===== src/rtl/vga_pkg.sv =====
// Shared phase encoding, default 640x480@60 timing and counter sizing helper
// for the VGA timing generator.
package vga_pkg;

  typedef enum logic [1:0] {
    SYNC        = 2'd0,
    BACK_PORCH  = 2'd1,
    DISPLAY     = 2'd2,
    FRONT_PORCH = 2'd3
  } phase_t;

  localparam int DEF_H_ACTIVE = 640;
  localparam int DEF_H_FP     = 16;
  localparam int DEF_H_SYNC   = 96;
  localparam int DEF_H_BP     = 48;
  localparam int DEF_V_ACTIVE = 480;
  localparam int DEF_V_FP     = 10;
  localparam int DEF_V_SYNC   = 2;
  localparam int DEF_V_BP     = 33;

  // Bits needed to count 0..longest_phase-1 (never less than one bit).
  function automatic int cnt_width(input int a, input int b, input int c, input int d);
    int m;
    m = a;
    if (b > m) m = b;
    if (c > m) m = c;
    if (d > m) m = d;
    return (m > 1) ? $clog2(m) : 1;
  endfunction

endpackage


===== src/rtl/vga_axis_counter.sv =====
// One timing axis: SYNC -> BACK_PORCH -> DISPLAY -> FRONT_PORCH phase walker
// with an in-phase counter; wrap flags the last unit of FRONT_PORCH.
module vga_axis_counter
  import vga_pkg::*;
#(
  parameter int LEN_SYNC = 1,
  parameter int LEN_BP   = 1,
  parameter int LEN_DISP = 1,
  parameter int LEN_FP   = 1,
  parameter int CW       = cnt_width(LEN_SYNC, LEN_BP, LEN_DISP, LEN_FP)
) (
  input  logic          clk,
  input  logic          reset,
  input  logic          adv,
  output phase_t        state,
  output logic [CW-1:0] cnt,
  output logic          wrap
);

  logic [CW-1:0] last;

  always_comb begin
    last = CW'(LEN_SYNC - 1);
    case (state)
      SYNC:        last = CW'(LEN_SYNC - 1);
      BACK_PORCH:  last = CW'(LEN_BP - 1);
      DISPLAY:     last = CW'(LEN_DISP - 1);
      FRONT_PORCH: last = CW'(LEN_FP - 1);
      default:     last = CW'(LEN_SYNC - 1);
    endcase
  end

  assign wrap = adv && (state == FRONT_PORCH) && (cnt == last);

  always_ff @(posedge clk) begin
    if (reset) begin
      state <= SYNC;
      cnt   <= '0;
    end else if (adv) begin
      if (cnt == last) begin
        cnt <= '0;
        case (state)
          SYNC:        state <= BACK_PORCH;
          BACK_PORCH:  state <= DISPLAY;
          DISPLAY:     state <= FRONT_PORCH;
          FRONT_PORCH: state <= SYNC;
          default:     state <= SYNC;
        endcase
      end else begin
        cnt <= cnt + 1'b1;
      end
    end
  end

endmodule


===== src/rtl/vga_timing_gen.sv =====
// Pixel-enable driven VGA timing: sync/de/coordinates one pixel behind the
// internal position, plus a prefetch coordinate stream leading by PREFETCH.
module vga_timing_gen
  import vga_pkg::*;
#(
  parameter int H_ACTIVE  = DEF_H_ACTIVE,
  parameter int H_FP      = DEF_H_FP,
  parameter int H_SYNC    = DEF_H_SYNC,
  parameter int H_BP      = DEF_H_BP,
  parameter int V_ACTIVE  = DEF_V_ACTIVE,
  parameter int V_FP      = DEF_V_FP,
  parameter int V_SYNC    = DEF_V_SYNC,
  parameter int V_BP      = DEF_V_BP,
  parameter bit HSYNC_POL = 1'b0,
  parameter bit VSYNC_POL = 1'b0,
  parameter int PREFETCH  = 2
) (
  input  logic                        clk,
  input  logic                        reset,
  input  logic                        pix_ce,
  output logic                        hsync,
  output logic                        vsync,
  output logic                        de,
  output logic [$clog2(H_ACTIVE)-1:0] x,
  output logic [$clog2(V_ACTIVE)-1:0] y,
  output phase_t                      h_state,
  output phase_t                      v_state,
  output logic                        line_start,
  output logic                        frame_start,
  output logic                        fetch_valid,
  output logic [$clog2(H_ACTIVE)-1:0] fetch_x,
  output logic [$clog2(V_ACTIVE)-1:0] fetch_y
);

  localparam int XW      = $clog2(H_ACTIVE);
  localparam int YW      = $clog2(V_ACTIVE);
  localparam int H_TOTAL = H_SYNC + H_BP + H_ACTIVE + H_FP;
  localparam int PW      = $clog2(H_TOTAL);
  localparam int HCW     = cnt_width(H_SYNC, H_BP, H_ACTIVE, H_FP);
  localparam int VCW     = cnt_width(V_SYNC, V_BP, V_ACTIVE, V_FP);
  localparam int FSTART  = H_SYNC + H_BP - PREFETCH;

  localparam logic [PW-1:0] H_LAST_P = PW'(H_TOTAL - 1);
  localparam logic [PW-1:0] FSTART_P = PW'(FSTART);
  localparam logic [PW-1:0] FEND_P   = PW'(FSTART + H_ACTIVE);

  if (H_ACTIVE == 0 || H_FP == 0 || H_SYNC == 0 || H_BP == 0 ||
      V_ACTIVE == 0 || V_FP == 0 || V_SYNC == 0 || V_BP == 0) begin : g_bad_len
    $error("vga_timing_gen: every phase length must be non-zero");
  end
  if (PREFETCH < 0 || PREFETCH > H_SYNC + H_BP - 1) begin : g_bad_prefetch
    $error("vga_timing_gen: PREFETCH must lie in 0 .. H_SYNC+H_BP-1");
  end

  phase_t           h_st, v_st;
  logic [HCW-1:0]   h_cnt;
  logic [VCW-1:0]   v_cnt;
  logic             h_wrap, v_wrap;
  logic [PW-1:0]    h_pos;
  logic             frame_head;
  logic             h_disp, v_disp, in_fetch;

  vga_axis_counter #(
    .LEN_SYNC(H_SYNC), .LEN_BP(H_BP), .LEN_DISP(H_ACTIVE), .LEN_FP(H_FP), .CW(HCW)
  ) u_h (
    .clk(clk), .reset(reset), .adv(pix_ce),
    .state(h_st), .cnt(h_cnt), .wrap(h_wrap)
  );

  vga_axis_counter #(
    .LEN_SYNC(V_SYNC), .LEN_BP(V_BP), .LEN_DISP(V_ACTIVE), .LEN_FP(V_FP), .CW(VCW)
  ) u_v (
    .clk(clk), .reset(reset), .adv(h_wrap),
    .state(v_st), .cnt(v_cnt), .wrap(v_wrap)
  );

  assign h_disp   = (h_st == DISPLAY);
  assign v_disp   = (v_st == DISPLAY);
  assign in_fetch = v_disp && (h_pos >= FSTART_P) && (h_pos < FEND_P);

  // Internal position: h_pos mirrors the horizontal phase counters as a flat
  // column index; frame_head marks position 0 (after reset or the last pixel).
  always_ff @(posedge clk) begin
    if (reset) begin
      h_pos      <= '0;
      frame_head <= 1'b1;
    end else if (pix_ce) begin
      h_pos      <= (h_pos == H_LAST_P) ? '0 : h_pos + 1'b1;
      frame_head <= v_wrap;
    end
  end

  // Output stage: registered view of the position held at this pixel enable.
  always_ff @(posedge clk) begin
    if (reset) begin
      hsync       <= ~HSYNC_POL;
      vsync       <= ~VSYNC_POL;
      de          <= 1'b0;
      x           <= '0;
      y           <= '0;
      h_state     <= SYNC;
      v_state     <= SYNC;
      line_start  <= 1'b0;
      frame_start <= 1'b0;
      fetch_valid <= 1'b0;
      fetch_x     <= '0;
      fetch_y     <= '0;
    end else begin
      line_start  <= pix_ce && (h_pos == '0);
      frame_start <= pix_ce && frame_head;
      if (pix_ce) begin
        hsync       <= (h_st == SYNC) ? HSYNC_POL : ~HSYNC_POL;
        vsync       <= (v_st == SYNC) ? VSYNC_POL : ~VSYNC_POL;
        de          <= h_disp && v_disp;
        h_state     <= h_st;
        v_state     <= v_st;
        fetch_valid <= in_fetch;
        if (h_disp && v_disp) begin
          x <= XW'(h_cnt);
          y <= YW'(v_cnt);
        end
        if (in_fetch) begin
          fetch_x <= XW'(h_pos - FSTART_P);
          fetch_y <= YW'(v_cnt);
        end
      end
    end
  end

endmodule


===== config.mk =====
export PLATFORM = sky130hd
export DESIGN_NAME = vga_timing_gen
export DESIGN_NICKNAME = d
export VERILOG_FILES = /design/src/rtl/vga_pkg.sv /design/src/rtl/vga_axis_counter.sv /design/src/rtl/vga_timing_gen.sv
export SDC_FILE = /design/constraint.sdc
export NUM_CORES = 1
export LEC_CHECK = 0
export ABC_AREA = 1
export BUFFER_PORTS_ARGS = -buffer_cell sky130_fd_sc_hd__clkbuf_2
export CAP_MARGIN = 5
export CORE_MARGIN = 8
export CORE_UTILIZATION = 30
export DETAILED_ROUTE_END_ITERATION = 16
export PLACE_DENSITY_LB_ADDON = 0.12
export SLEW_MARGIN = 5
export SYNTH_ARGS = -nofsm -noshare
export SYNTH_HDL_FRONTEND = slang
export SYNTH_SLANG_ARGS = --single-unit
export TNS_END_PERCENT = 100

===== constraint.sdc =====
create_clock -name clk -period 2.2 [get_ports clk]
set_input_delay 0.44 -clock clk [delete_from_list [all_inputs] [get_ports clk]]
set_output_delay 0.44 -clock clk [all_outputs]
set_load 0.02 [all_outputs]

==> results.md, run 1 <==
Worst setup path:
- The critical path goes through inv_1 > ha_1 > inv_1 > nand2_1 > nand2_1 > nor2_2 > nand3_4 > nor2_8 > nand2_4 > nand2_1 > a21oi_1.
- In this design, the stage delay of the slowest critical-path cell is 0.39 ns.
- In this run the critical register-to-register path is captured at u_v.cnt[8].
- The worst endpoint required time is 2.43 ns.
- In this run the register-to-register setup slack is 0.22 ns.
- The data arrival at the endpoint of the critical path is 2.21 ns.
- By startpoint and endpoint, the worst setup path is classified as reg -> reg.
- The number of cells on the worst reg-to-reg path is 11.
- By instance count, the cell type seen most on the critical path is sky130_fd_sc_hd__nand2_1.
- STA classifies the critical path startpoint as a flop.
- STA classifies the critical path endpoint as a flop.
- The critical path starts at u_h.state[0].
- Along the worst path, the maximum fanout reaches 10.
- Among all stages on the critical path, the largest delay is contributed by sky130_fd_sc_hd__dfxtp_1.
- The last element of the critical path is u_v.cnt[8].
- The startpoint identified for the worst register-to-register timing path is u_h.state[0].

Floorplan:
- The die boundary height is 129 µm.
- The site row count is 41.
- The number of top-level design ports is 51.
- The initial utilization of the core area, before any placement, comes to 30.6%.
- The core region is 12,600 µm².
- The floorplan step defined a die boundary enclosing 16,700 µm².
- From left edge to right edge, the die measures 129 µm.

Flow run:
- The max capacitance violation total is 0.

Timing:
- After layout, the worst setup slack is 0.222 ns.
- The headroom to the max-slew limit is 68.4%.
- In the final timing run, aggregate negative setup slack is 0 ns.
- Between clock sinks in the finished design, the worst skew comes to 0.00812 ns.
- The actual slew at the worst max-slew pin is 0.470 ns.
- Hold timing on the final database bottoms out at a slack of 0.441 ns.
- The final period utilization is 89.9%.
- The worst path in the final design needs a cycle of 1.98 ns, including I/O delays and setup.
- The final number of setup-violating endpoints is 0.
- Setup repair after global routing left no endpoint under its margin.
- The highest attainable clock frequency is 506 MHz.
- The number of pins with negative max-slew slack in the final report was 0.
- The number of endpoints with negative hold slack in the final report is 0.

Clock tree:
- The clock insertion delay at the later pin of the skew report is 0.34 ns.
- The root buffer selected by CTS is sky130_fd_sc_hd__clkbuf_16.
- The clock net in this run drives a total of 82 sinks.
- The register clock-pin slew on the reported worst setup and hold paths is 0.06 ns.
- The largest buffer count on any clock path is 2.
- Clock tree synthesis inserted a total of 9 buffers.
- The number of setup buffers added after CTS is 0.
- TritonCTS built the clock tree.
- The H-tree was split into 3 levels.

Placement:
- The number of buffers inserted by port buffering is 50.
- Detailed placement finished with a half-perimeter wire length of 7.38 mm.
- OpenSTA, run right after detailed placement, puts the worst setup slack at 0.141 ns.
- The final estimated routing congestion in global placement is 0.813.
- In this run, placement finished with an instance count of 734.

Outcome:
- The flow ran to the end, and the final reports show no timing, DRC or antenna violations.

Power:
- The worst IR drop on VDD is 0.286 mV.
- In this run, the combinational gates consume 3.3% of the power.
- The internal power of the cells totals 2560 µW.
- The fraction of power consumed by sequential logic is 46.6%.
- In this run the static leakage power is 0.00195 µW.
- The power per cell area is 709 nW/µm².
- The clock network is responsible for 50.1% of the overall power.
- The switching power as a share of total power is 21.4%.
- The reported net switching power is 697 µW.

Final layout:
- From synthesis to final layout, the design area changed by 19.5%.
- The sequential cells in the finished layout cover a total of 1640 µm².
- Cells fill 36.5% of the core in the end.
- The total inserted antenna cells is 0.
- The final cell count without fillers is 750.
- The ratio of cells with drive above 1 in the final layout is 17.0%.
- The layout net count is 590.
- The multi-input gate area in the final layout is 1840 µm².
- The number of filler instances in the final layout is 1,359.

Synthesis:
- The synthesized netlist net count is 538.
- The register area share after synthesis is 42.7%.
- The synthesized netlist cell count is 521.
- The total of warnings raised by yosys is 0.
- The number of library cell types mapped by synthesis is 36.
- The post-synthesis average cell area is 7.38 µm².
- Counting flops and latches in the post-synthesis netlist gives 82.
- The cell area that synthesis handed to floorplanning was 3840 µm².

Route:
- The first-pass iteration count of the detailed router is 5.
- The DRC violation count after routing is 0.
- For this block, the via count after detailed routing is 3,393.
- For this block, the routed nets add up to 9.97 mm of wire.
- The routed length per placed instance is 13.3 µm.
- The post-detailed-route via-to-cell ratio is 4.52.
- In this run the remaining antenna-violating nets after routing total 0.
- The initial DRC count is 182.

Global route:
- The initial antenna violation count is 0.
- The total overflow reported by the global router is 0.
- Global routing used 12.6% of the available tracks across all layers.
- The pin count of the biggest net entering global routing is 32.
- The first global-routing pass estimated 16.4 mm of wire.
- The via count of the first global-routing pass is 3,312.

Hold path:
- The worst min-delay path class is reg -> reg.
==> layout by cell type (no fill, tap or decap), types with 13 or more instances in the layout <==
cell,instances
sky130_fd_sc_hd__nor3_1,13
sky130_fd_sc_hd__o21ai_0,36
sky130_fd_sc_hd__clkbuf_2,50
sky130_fd_sc_hd__nand3_1,38
sky130_fd_sc_hd__inv_1,65
sky130_fd_sc_hd__dfxtp_1,82
sky130_fd_sc_hd__a21oi_1,55
sky130_fd_sc_hd__nand2_1,92
sky130_fd_sc_hd__nor2_1,61
sky130_fd_sc_hd__ha_1,14
==> per-stage QoR <==
stage               total power (µW)  area, µm²
floorplan                       1620       3840
global placement                1660       4270
detailed placement              1660       4270
CTS                             3310       4590
global route                    3380       4590
finish                          3250       4590
==> timing repair <==
action / 4_1_cts / 5_1_grt
endpoints found under the setup margin: 0 / 4
gates resized for setup: 0 / 1
hold buffers: 0 / 0
==> layer usage <==
layer	vias to the layer above	global-route usage [%]	part of all wire (%)
met3	14	2.88	4.3
li1	1784	-	-
met2	53	19.4	44
met5	-	0	0
met4	0	6.70	2.5
met1	1542	16.0	49
==> worst min path at each step <==
stage	start	slack, ns	endpoint	cells past startpoint
5_1_grt	y[6]	0.46	y[6]	2
3_5_place_dp	frame_head	0.43	frame_start	2
6_report	y[0]	0.44	y[0]	2
3_3_place_gp	x[7]	0.43	x[7]	2
2_1_floorplan	frame_head	0.42	frame_start	2
4_1_cts	frame_head	0.44	frame_start	2
==> worst max-delay path: cells and delay by family, from the launching register on <==
family          cells  cell delay [ns]
compound gates      1             0.05
fa+ha+maj           1             0.33
buf+inv             2             0.20
flops               1             0.39
simple gates        7             0.88
==> state kept, by name (all words and copies together) (netlist names), 9 cells and up <==
| name | cells |
|---|---|
| u_v.cnt | 9 |
| fetch_y | 9 |
| fetch_x | 10 |
| u_h.cnt | 10 |
| y | 9 |
| x | 10 |
| h_pos | 10 |
==> power groups by stage <==
stage	sequential, µW	clock [µW]	combinational [µW]
6_report	1520	1630	107
5_1_grt	1520	1730	123
4_1_cts	1520	1680	111
3_5_place_dp	1550	0	111
3_3_place_gp	1550	0	109
2_1_floorplan	1560	0	61.9
==> synth_stat cells (all sizes together) <==
| cell | instances | area, µm² |
|---|---|---|
| nand2 | 98 | 398 |
| nor3 | 13 | 65.1 |
| a21oi | 60 | 327 |
| nand3 | 43 | 243 |
| or2 | 1 | 6.26 |
| nor3b | 2 | 15.0 |
| a31oi | 1 | 6.26 |
| clkinv | 1 | 3.75 |
| buf | 7 | 68.8 |
| and3 | 1 | 6.26 |
| dfxtp | 82 | 1640 |
| ha | 14 | 175 |
| nand3b | 1 | 7.51 |
| o21ai | 39 | 199 |
| inv | 68 | 255 |
| clkbuf | 11 | 41.3 |
| a211oi | 1 | 7.51 |
| nor2 | 64 | 267 |
| xor2 | 9 | 78.8 |
| nor4 | 2 | 12.5 |
| nand4 | 3 | 18.8 |
==> final cells by class <==
cell class,instances,share of cell area (%)
clock inverter,5,1.69
clock buffer,11,5.29
timing repair buffer,59,6.92
inverter,69,5.64
tap,172,4.69
sequential,82,35.8
multi-input combinational,352,40.0
==> cell families (layout without fill, tap and decap cells) <==
group | after synthesis | in the layout | share of synthesized area, %
simple gates | 228 | 228 | 27.0
compound gates | 101 | 101 | 14.0
buf+inv | 87 | 144 | 9.61
flops | 82 | 82 | 42.7
xor+xnor | 9 | 9 | 2.05
fa+ha+maj | 14 | 14 | 4.56
Note: power is estimated with default switching activity, not from simulation.
==> inputs of run 2 (changes only) <==
Settings changed: CELL_PAD_IN_SITES_DETAIL_PLACEMENT from default to 1, CELL_PAD_IN_SITES_GLOBAL_PLACEMENT from default to 1.
==> run 2 against run 1 <==
Effect of this change: maximum frequency is 1.0% lower; worst hold slack gained 0.0040 ns; critical path depth increased by 2; clock skew increased by 0.0016 ns; via count is 3.6% higher; utilization about the same; clock-buffer cell count grew 4; worst setup slack lost 0.020 ns; non-clock buffer count rose by 2; wire length increased by 9.7%; sequential share of layout area about the same; sequential power hardly changed.
==> results.md, run 2 (synthesized netlist as in run 1, its figures left out) <==
Outcome:
- The flow ran to the end, and the final reports show no timing, DRC or antenna violations.

Global route:
- The first-pass GRT wire length is 18.3 mm.
- The initial antenna violation count was 0.
- The pin count of the biggest net entering global routing is 32.
- The total global-route track usage is 13.9%.
- The total overflow left after global routing is 0.
- The via count of the first global-routing pass is 3,628.

Worst setup path:
- The kind of critical path is reg -> reg.
- Counting cells, the worst reg-to-reg path comes to 13.
- The startpoint type of the worst setup path is a flop.
- The worst flop-to-flop path endpoint is u_v.cnt[7].
- The worst setup path is captured at a flop.
- Of all nets on the critical path, the largest fanout is 5.
- The worst endpoint required time is 2.48 ns.
- Across all register-to-register paths, the minimum setup slack is 0.20 ns.
- The data arrival at the endpoint of the critical path is 2.28 ns.
- The startpoint identified for the worst register-to-register timing path is u_h.state[0].

Timing:
- Setup repair after global routing left no endpoint under its margin.
- The highest attainable clock frequency is 501 MHz.
- Summed over all failing endpoints, the final setup total negative slack is 0 ns.
- Once routing completed, OpenROAD measured the worst setup slack at 0.202 ns.
- The number of pins with negative max-slew slack in the final report is 0.
- The headroom to the max-slew limit is 72.4%.
- On the final layout, the worst clock skew is 0.00973 ns.
- The final period utilization is 90.8%.
- The actual slew at the worst max-slew pin is 0.411 ns.
- The final number of setup-violating endpoints is 0.
- The worst path needs 2.00 ns of the cycle, external delays included.
- The number of endpoints with negative hold slack in the final report is 0.

Power:
- The reported net switching power is 695 µW.
- The internal power summed over all cells is 2450 µW.
- The switching power as a share of total power is 22.1%.
- The share of total power in the clock network is 48.3%.
- The analysis attributes to cell leakage a power of 0.00196 µW.
- Of the total power, combinational logic draws 3.5%.
- The fraction of power consumed by sequential logic is 48.2%.
- The worst IR drop on VDD is 0.260 mV.
- For this design the ratio of total power to cell area is 686 nW/µm².

Hold path:
- The startpoint identified for the worst hold timing path is y[0].
- The worst hold path belongs to the class reg -> reg.
- The worst hold path terminates at y[0].
- The hold-critical path depth is 2.

Flow run:
- Across the run, the number of max-cap violations was 0.

Placement:
- The final estimated routing congestion in global placement is 0.768.
- At the placement stage, the worst setup path has a slack of 0.119 ns.
- Detailed placement ended at an HPWL of 8.25 mm.
- In this run the tool buffered the top-level ports with 50 buffer cells.

Floorplan:
- The site row count is 41.
- The number of top-level design ports is 51.
- The die covers 16,700 µm².
- The die is 129 µm wide.
- The initial utilization of the core area, before any placement, comes to 30.6%.
- The floorplan step defined a core boundary enclosing 12,600 µm².
- The die boundary height is 129 µm.

Clock tree:
- The number of clock sinks seen by CTS is 82.
- CTS placed an instance of sky130_fd_sc_hd__clkbuf_16 at the clock tree root.
- Counting along the longest clock path gives a buffer depth of 2.
- The CTS buffer count is 9.
- The CTS H-tree depth is 3.
- The clock insertion delay at the later pin of the skew report is 0.35 ns.
- The clock tree from TritonCTS is built.
- The register clock-pin slew on the reported worst setup and hold paths is 0.06 ns.

Final layout:
- The area overhead of the layout relative to synthesis is 19.5%.
- The library cells used most frequently in the layout, excluding fill and tap cells, are 91 x sky130_fd_sc_hd__nand2_1, 82 x sky130_fd_sc_hd__dfxtp_1, 64 x sky130_fd_sc_hd__inv_1.
- The number of filler instances in the final layout is 1,607.
- The repair_antennas step left the layout with diodes totalling 0.
- In the final layout, the share of cells above drive strength 1 is 17.8%.
- Cells fill 36.5% of the core in the end.
- Leaving out fill and tap cells, the most frequent cell in the layout is sky130_fd_sc_hd__nand2_1.
- The layout net count is 592.

Route:
- After detailed routing, the number of remaining DRC violations is 0.
- For this block, the initial DRC count from the detailed router was 145.
- The post-detailed-route via-to-cell ratio is 4.67.
- The aggregate routed wire length is 10.9 mm.
- The number of antenna-violating nets in the routed design is 0.
- The routed layout has 3,515 vias.
- The routed length per placed instance is 14.5 µm.
- The first-pass iteration count of the detailed router is 4.
[run 2: worst max-delay path by stage]
stage,slack [ns],start,cells past startpoint,end
2_1_floorplan,0.51,u_h.state[0],11,u_v.cnt[8]
3_3_place_gp,0.14,u_h.state[0],11,u_v.cnt[3]
3_5_place_dp,0.12,u_h.state[0],11,u_v.cnt[4]
4_1_cts,0.07,u_h.state[0],11,u_v.cnt[8]
5_1_grt,0.01,u_h.state[0],11,u_v.cnt[4]
6_report,0.20,u_h.state[0],13,u_v.cnt[7]
[run 2: layout make-up]
class	count	area, µm²	share of cell area, %
tap	172	215	4.69
sequential	82	1640	35.7
multi-input combinational	352	1840	40.1
inverter	69	259	5.64
clock buffer	15	298	6.48
clock inverter	1	5.00	0.109
timing repair buffer	61	333	7.25
[run 2: power by group through the flow]
stage	registers (µW)	logic, µW	clock network [µW]
floorplan	1560	61.9	0
global placement	1550	110	0
detailed placement	1550	111	0
CTS	1520	113	1580
global route	1520	125	1620
finish	1520	110	1520
[run 2: routing by layer]
metal / wire length, µm / share of wire [%] / global-route usage [%]
met5: 0 / 0 / 0
met1: 5320 / 49 / 17.6
met3: 547 / 5.0 / 2.96
met4: 218 / 2.0 / 6.84
met2: 4850 / 44 / 22.0
[run 2: worst max-delay path, cell delays in order, from the launching register on]
cell and delay [ns]:
sky130_fd_sc_hd__dfxtp_1 0.43, sky130_fd_sc_hd__inv_2 0.11, sky130_fd_sc_hd__ha_1 0.34, sky130_fd_sc_hd__inv_1 0.08, sky130_fd_sc_hd__nand2_1 0.06, sky130_fd_sc_hd__nand2_1 0.06, sky130_fd_sc_hd__nor2_2 0.15, sky130_fd_sc_hd__nand3_4 0.13
sky130_fd_sc_hd__nor2_8 0.18, sky130_fd_sc_hd__buf_4 0.15, sky130_fd_sc_hd__nand2_1 0.05, sky130_fd_sc_hd__nand2_1 0.07, sky130_fd_sc_hd__inv_1 0.03, sky130_fd_sc_hd__nor2_1 0.08
[run 2: what timing repair did]
action	4_1_cts	5_1_grt
endpoints found under the setup margin	0	8
resized for setup	0	5
setup buffers	0	2
hold buffers	0	0
[run 2: per-stage QoR]
stage                     power (µW)  cells  hold slack, ns  instance area (µm²)
after global routing            3270    752           0.468                 4590
after CTS                       3210    750           0.452                 4570
after floorplan                 1620    521           0.419                 3840
after detailed placement        1660    734           0.437                 4270
after global placement          1660    734           0.432                 4270
final                           3150    752           0.445                 4590
==> inputs of run 3 (changes only) <==
Settings changed: CORE_UTILIZATION 30 to 42.
==> run 3 against run 2 <==
Effect of this change: clock-buffer cell count decreased by 6; final cell count decreased by 8.4%; sequential cell count unchanged.
==> results.md, run 3 (synthesized netlist as in run 1, its figures left out) <==
Outcome:
- The flow ran to the end, and the final reports show no timing, DRC or antenna violations.

Floorplan:
- In this run the core area contains 35 standard-cell rows.
- The total core area is 9060 µm².
- The number of top-level design ports is 51.
- The initial utilization of the core area, before any placement, comes to 42.4%.
- Measured along the y axis, the die boundary spans 112 µm.
- From left edge to right edge, the die measures 112 µm.
- The area enclosed by the die boundary is 12,500 µm².

Route:
- The first-pass iteration count of the detailed router is 4.
- The aggregate routed wire length is 10.5 mm.
- The post-detailed-route via-to-cell ratio is 5.10.
- The number of antenna-violating nets in the routed design is 0.
- After detailed routing, the number of remaining DRC violations is 0.
- For this block, the via count after detailed routing is 3,514.
- After detailed routing, the average wire length per cell comes to 15.3 µm.
- For this block, the initial DRC count from the detailed router was 116.

Placement:
- The number of buffers inserted by port buffering is 50.
- The final estimated routing congestion in global placement is 0.832.
- Summed over all nets, the half-perimeter wirelength after detailed placement is 8.02 mm.

Global route:
- The initial antenna violation count is 0.
- The via count of the first global-routing pass was 3,683.
- The pin count of the biggest net entering global routing is 32.
- The first global-routing pass estimated 18.0 mm of wire.
- The total global-route track usage is 17.5%.
- The total overflow reported by the global router is 0.

Worst setup path:
- The critical path capture point type is a flop.
- The signal on the critical path passes through inv_1 > ha_1 > inv_1 > nand2_1 > nand2_1 > nor2_2 > nand3_4 > nor2_8 > nand2_4 > nand2_1 > a21oi_1.
- The kind of critical path is reg -> reg.
- The maximum cell stage delay along the critical path is 0.38 ns.
- The most frequent cell on the critical path is sky130_fd_sc_hd__nand2_1.
- The highest fanout seen on the critical path is 10.
- The worst setup path is launched from a flop.
- The data arrival at the endpoint of the critical path is 2.20 ns.
- The critical-path cell with the highest stage delay is sky130_fd_sc_hd__dfxtp_2.
- For the worst setup path, the data required time is 2.45 ns.

Timing:
- The final setup TNS is 0 ns.
- The highest attainable clock frequency is 512 MHz.
- The final number of setup-violating endpoints is 0.
- The final critical path takes up 88.7% of the cycle.
- In this run the tightest slew margin relative to its limit is 74.9%.
- The number of pins with negative max-slew slack in the final report came to 0.
- The time the final worst path needs with I/O delays and setup is 1.95 ns.
- The number of endpoints with negative hold slack in the final report is 0.
- At the pin with the least slew margin, the transition time is 0.375 ns.
- The clock skew is 0.00889 ns.
- Setup repair after global routing left no endpoint under its margin.

Final layout:
- Cells with a size suffix above 1 make up 17.6% of the layout.
- The share of the core filled with cells in the final layout is 48.5%.
- The library cells used most frequently in the layout, excluding fill and tap cells, are 92 x sky130_fd_sc_hd__nand2_1, 81 x sky130_fd_sc_hd__dfxtp_1, 65 x sky130_fd_sc_hd__inv_1.
- Compared with the post-synthesis result, the final layout area differs by 14.5%.
- The layout net count is 590.
- The total inserted antenna cells is 0.
- The most common library cell in the layout ignoring fill and taps is sky130_fd_sc_hd__nand2_1.

Clock tree:
- The H-tree was split into 3 levels.
- TritonCTS built the clock tree.
- For this design, the sink count on the clock tree is 82.
- Clock-pin slew was measured on the worst setup and hold paths at 0.09 ns.
- Buffers inserted during clock tree synthesis total 9.
- The clock insertion delay at the later pin of the skew report is 0.36 ns.
- The root buffer selected by CTS is sky130_fd_sc_hd__clkbuf_8.
- After clock tree synthesis, the flow added hold-fix buffers numbering 0.
- The largest buffer count on any clock path is 2.

Hold path:
- The worst min-delay path class is in -> reg.

Power:
- The power per cell area is 626 nW/µm².
- The analysis attributes to cell leakage a power of 0.00189 µW.
- VDD sags by at most 0.342 mV.
- The internal power of the cells totals 2070 µW.
- Sequential cells account for 54.9% of the total power.
- Per report_power, the clock group accounts for 41.1% of the total.
- The reported net switching power is 688 µW.
- Combinational logic burns 4.0% of the power.
- In this run switching power makes up 25.0% of total power.

Flow run:
- Max-cap violations in this run came to 0.
run 3: per-stage QoR:
stage               hold slack (ns)  area (µm²)  instances  worst slack (ns)  power, µW
finish                        0.429        4400        689             0.248       2760
global route                  0.455        4400        689            0.0699       2860
CTS                           0.424        4390        689            0.0231       2790
detailed placement            0.433        4190        673             0.101       1660
global placement              0.426        4190        673             0.253       1660
floorplan                     0.419        3840        521             0.511       1620
run 3: power by group through the flow:
stage | clock network (µW) | logic [µW] | registers, µW
floorplan | 0 | 61.9 | 1560
global placement | 0 | 108 | 1550
detailed placement | 0 | 111 | 1550
CTS | 1160 | 112 | 1510
global route | 1220 | 124 | 1520
finish | 1130 | 110 | 1510
run 3: path summary, 6_finish.rpt:
kind / endpoint / slack [ns] / startpoint / cells after the start
max: u_v.cnt[8] / 0.25 / u_h.state[0] / 11
min: frame_start / 0.43 / pix_ce / 3
max reg2reg: u_v.cnt[8] / 0.25 / u_h.state[0] / 11
min reg2reg: frame_start / 0.44 / frame_head / 2
run 3: layout make-up:
cell class | instances | area (µm²)
Tap cell | 111 | 139
Multi-Input combinational cell | 352 | 1840
Sequential cell | 82 | 1640
Timing Repair Buffer | 59 | 318
Clock buffer | 9 | 124
Fill cell | 1180 | 4660
Clock inverter | 7 | 76.3
Inverter | 69 | 259
run 3: worst max-delay path: cells and delay by family (launching register included):
kind | cells | cell delay (ns)
buffers and inverters | 2 | 0.19
AOI/OAI and AO/OA | 1 | 0.07
DFF | 1 | 0.38
adders and majority gates | 1 | 0.35
and+or+nand+nor | 7 | 0.86
run 3: timing repair:
| action | in CTS | in global routing |
|---|---|---|
| setup endpoints to repair | 0 | 7 |
| buffers inserted | 0 | 0 |
| resized for setup | 0 | 4 |
run 3: routing by layer:
metal  share of wire, %  GRT usage (%)  vias to the layer above
li1                   -              -                     1779
met1                 47           21.4                     1673
met2                 47           29.4                       49
met3                3.9           3.95                       13
met4                1.6           6.65                        0
met5                  0              0                        -
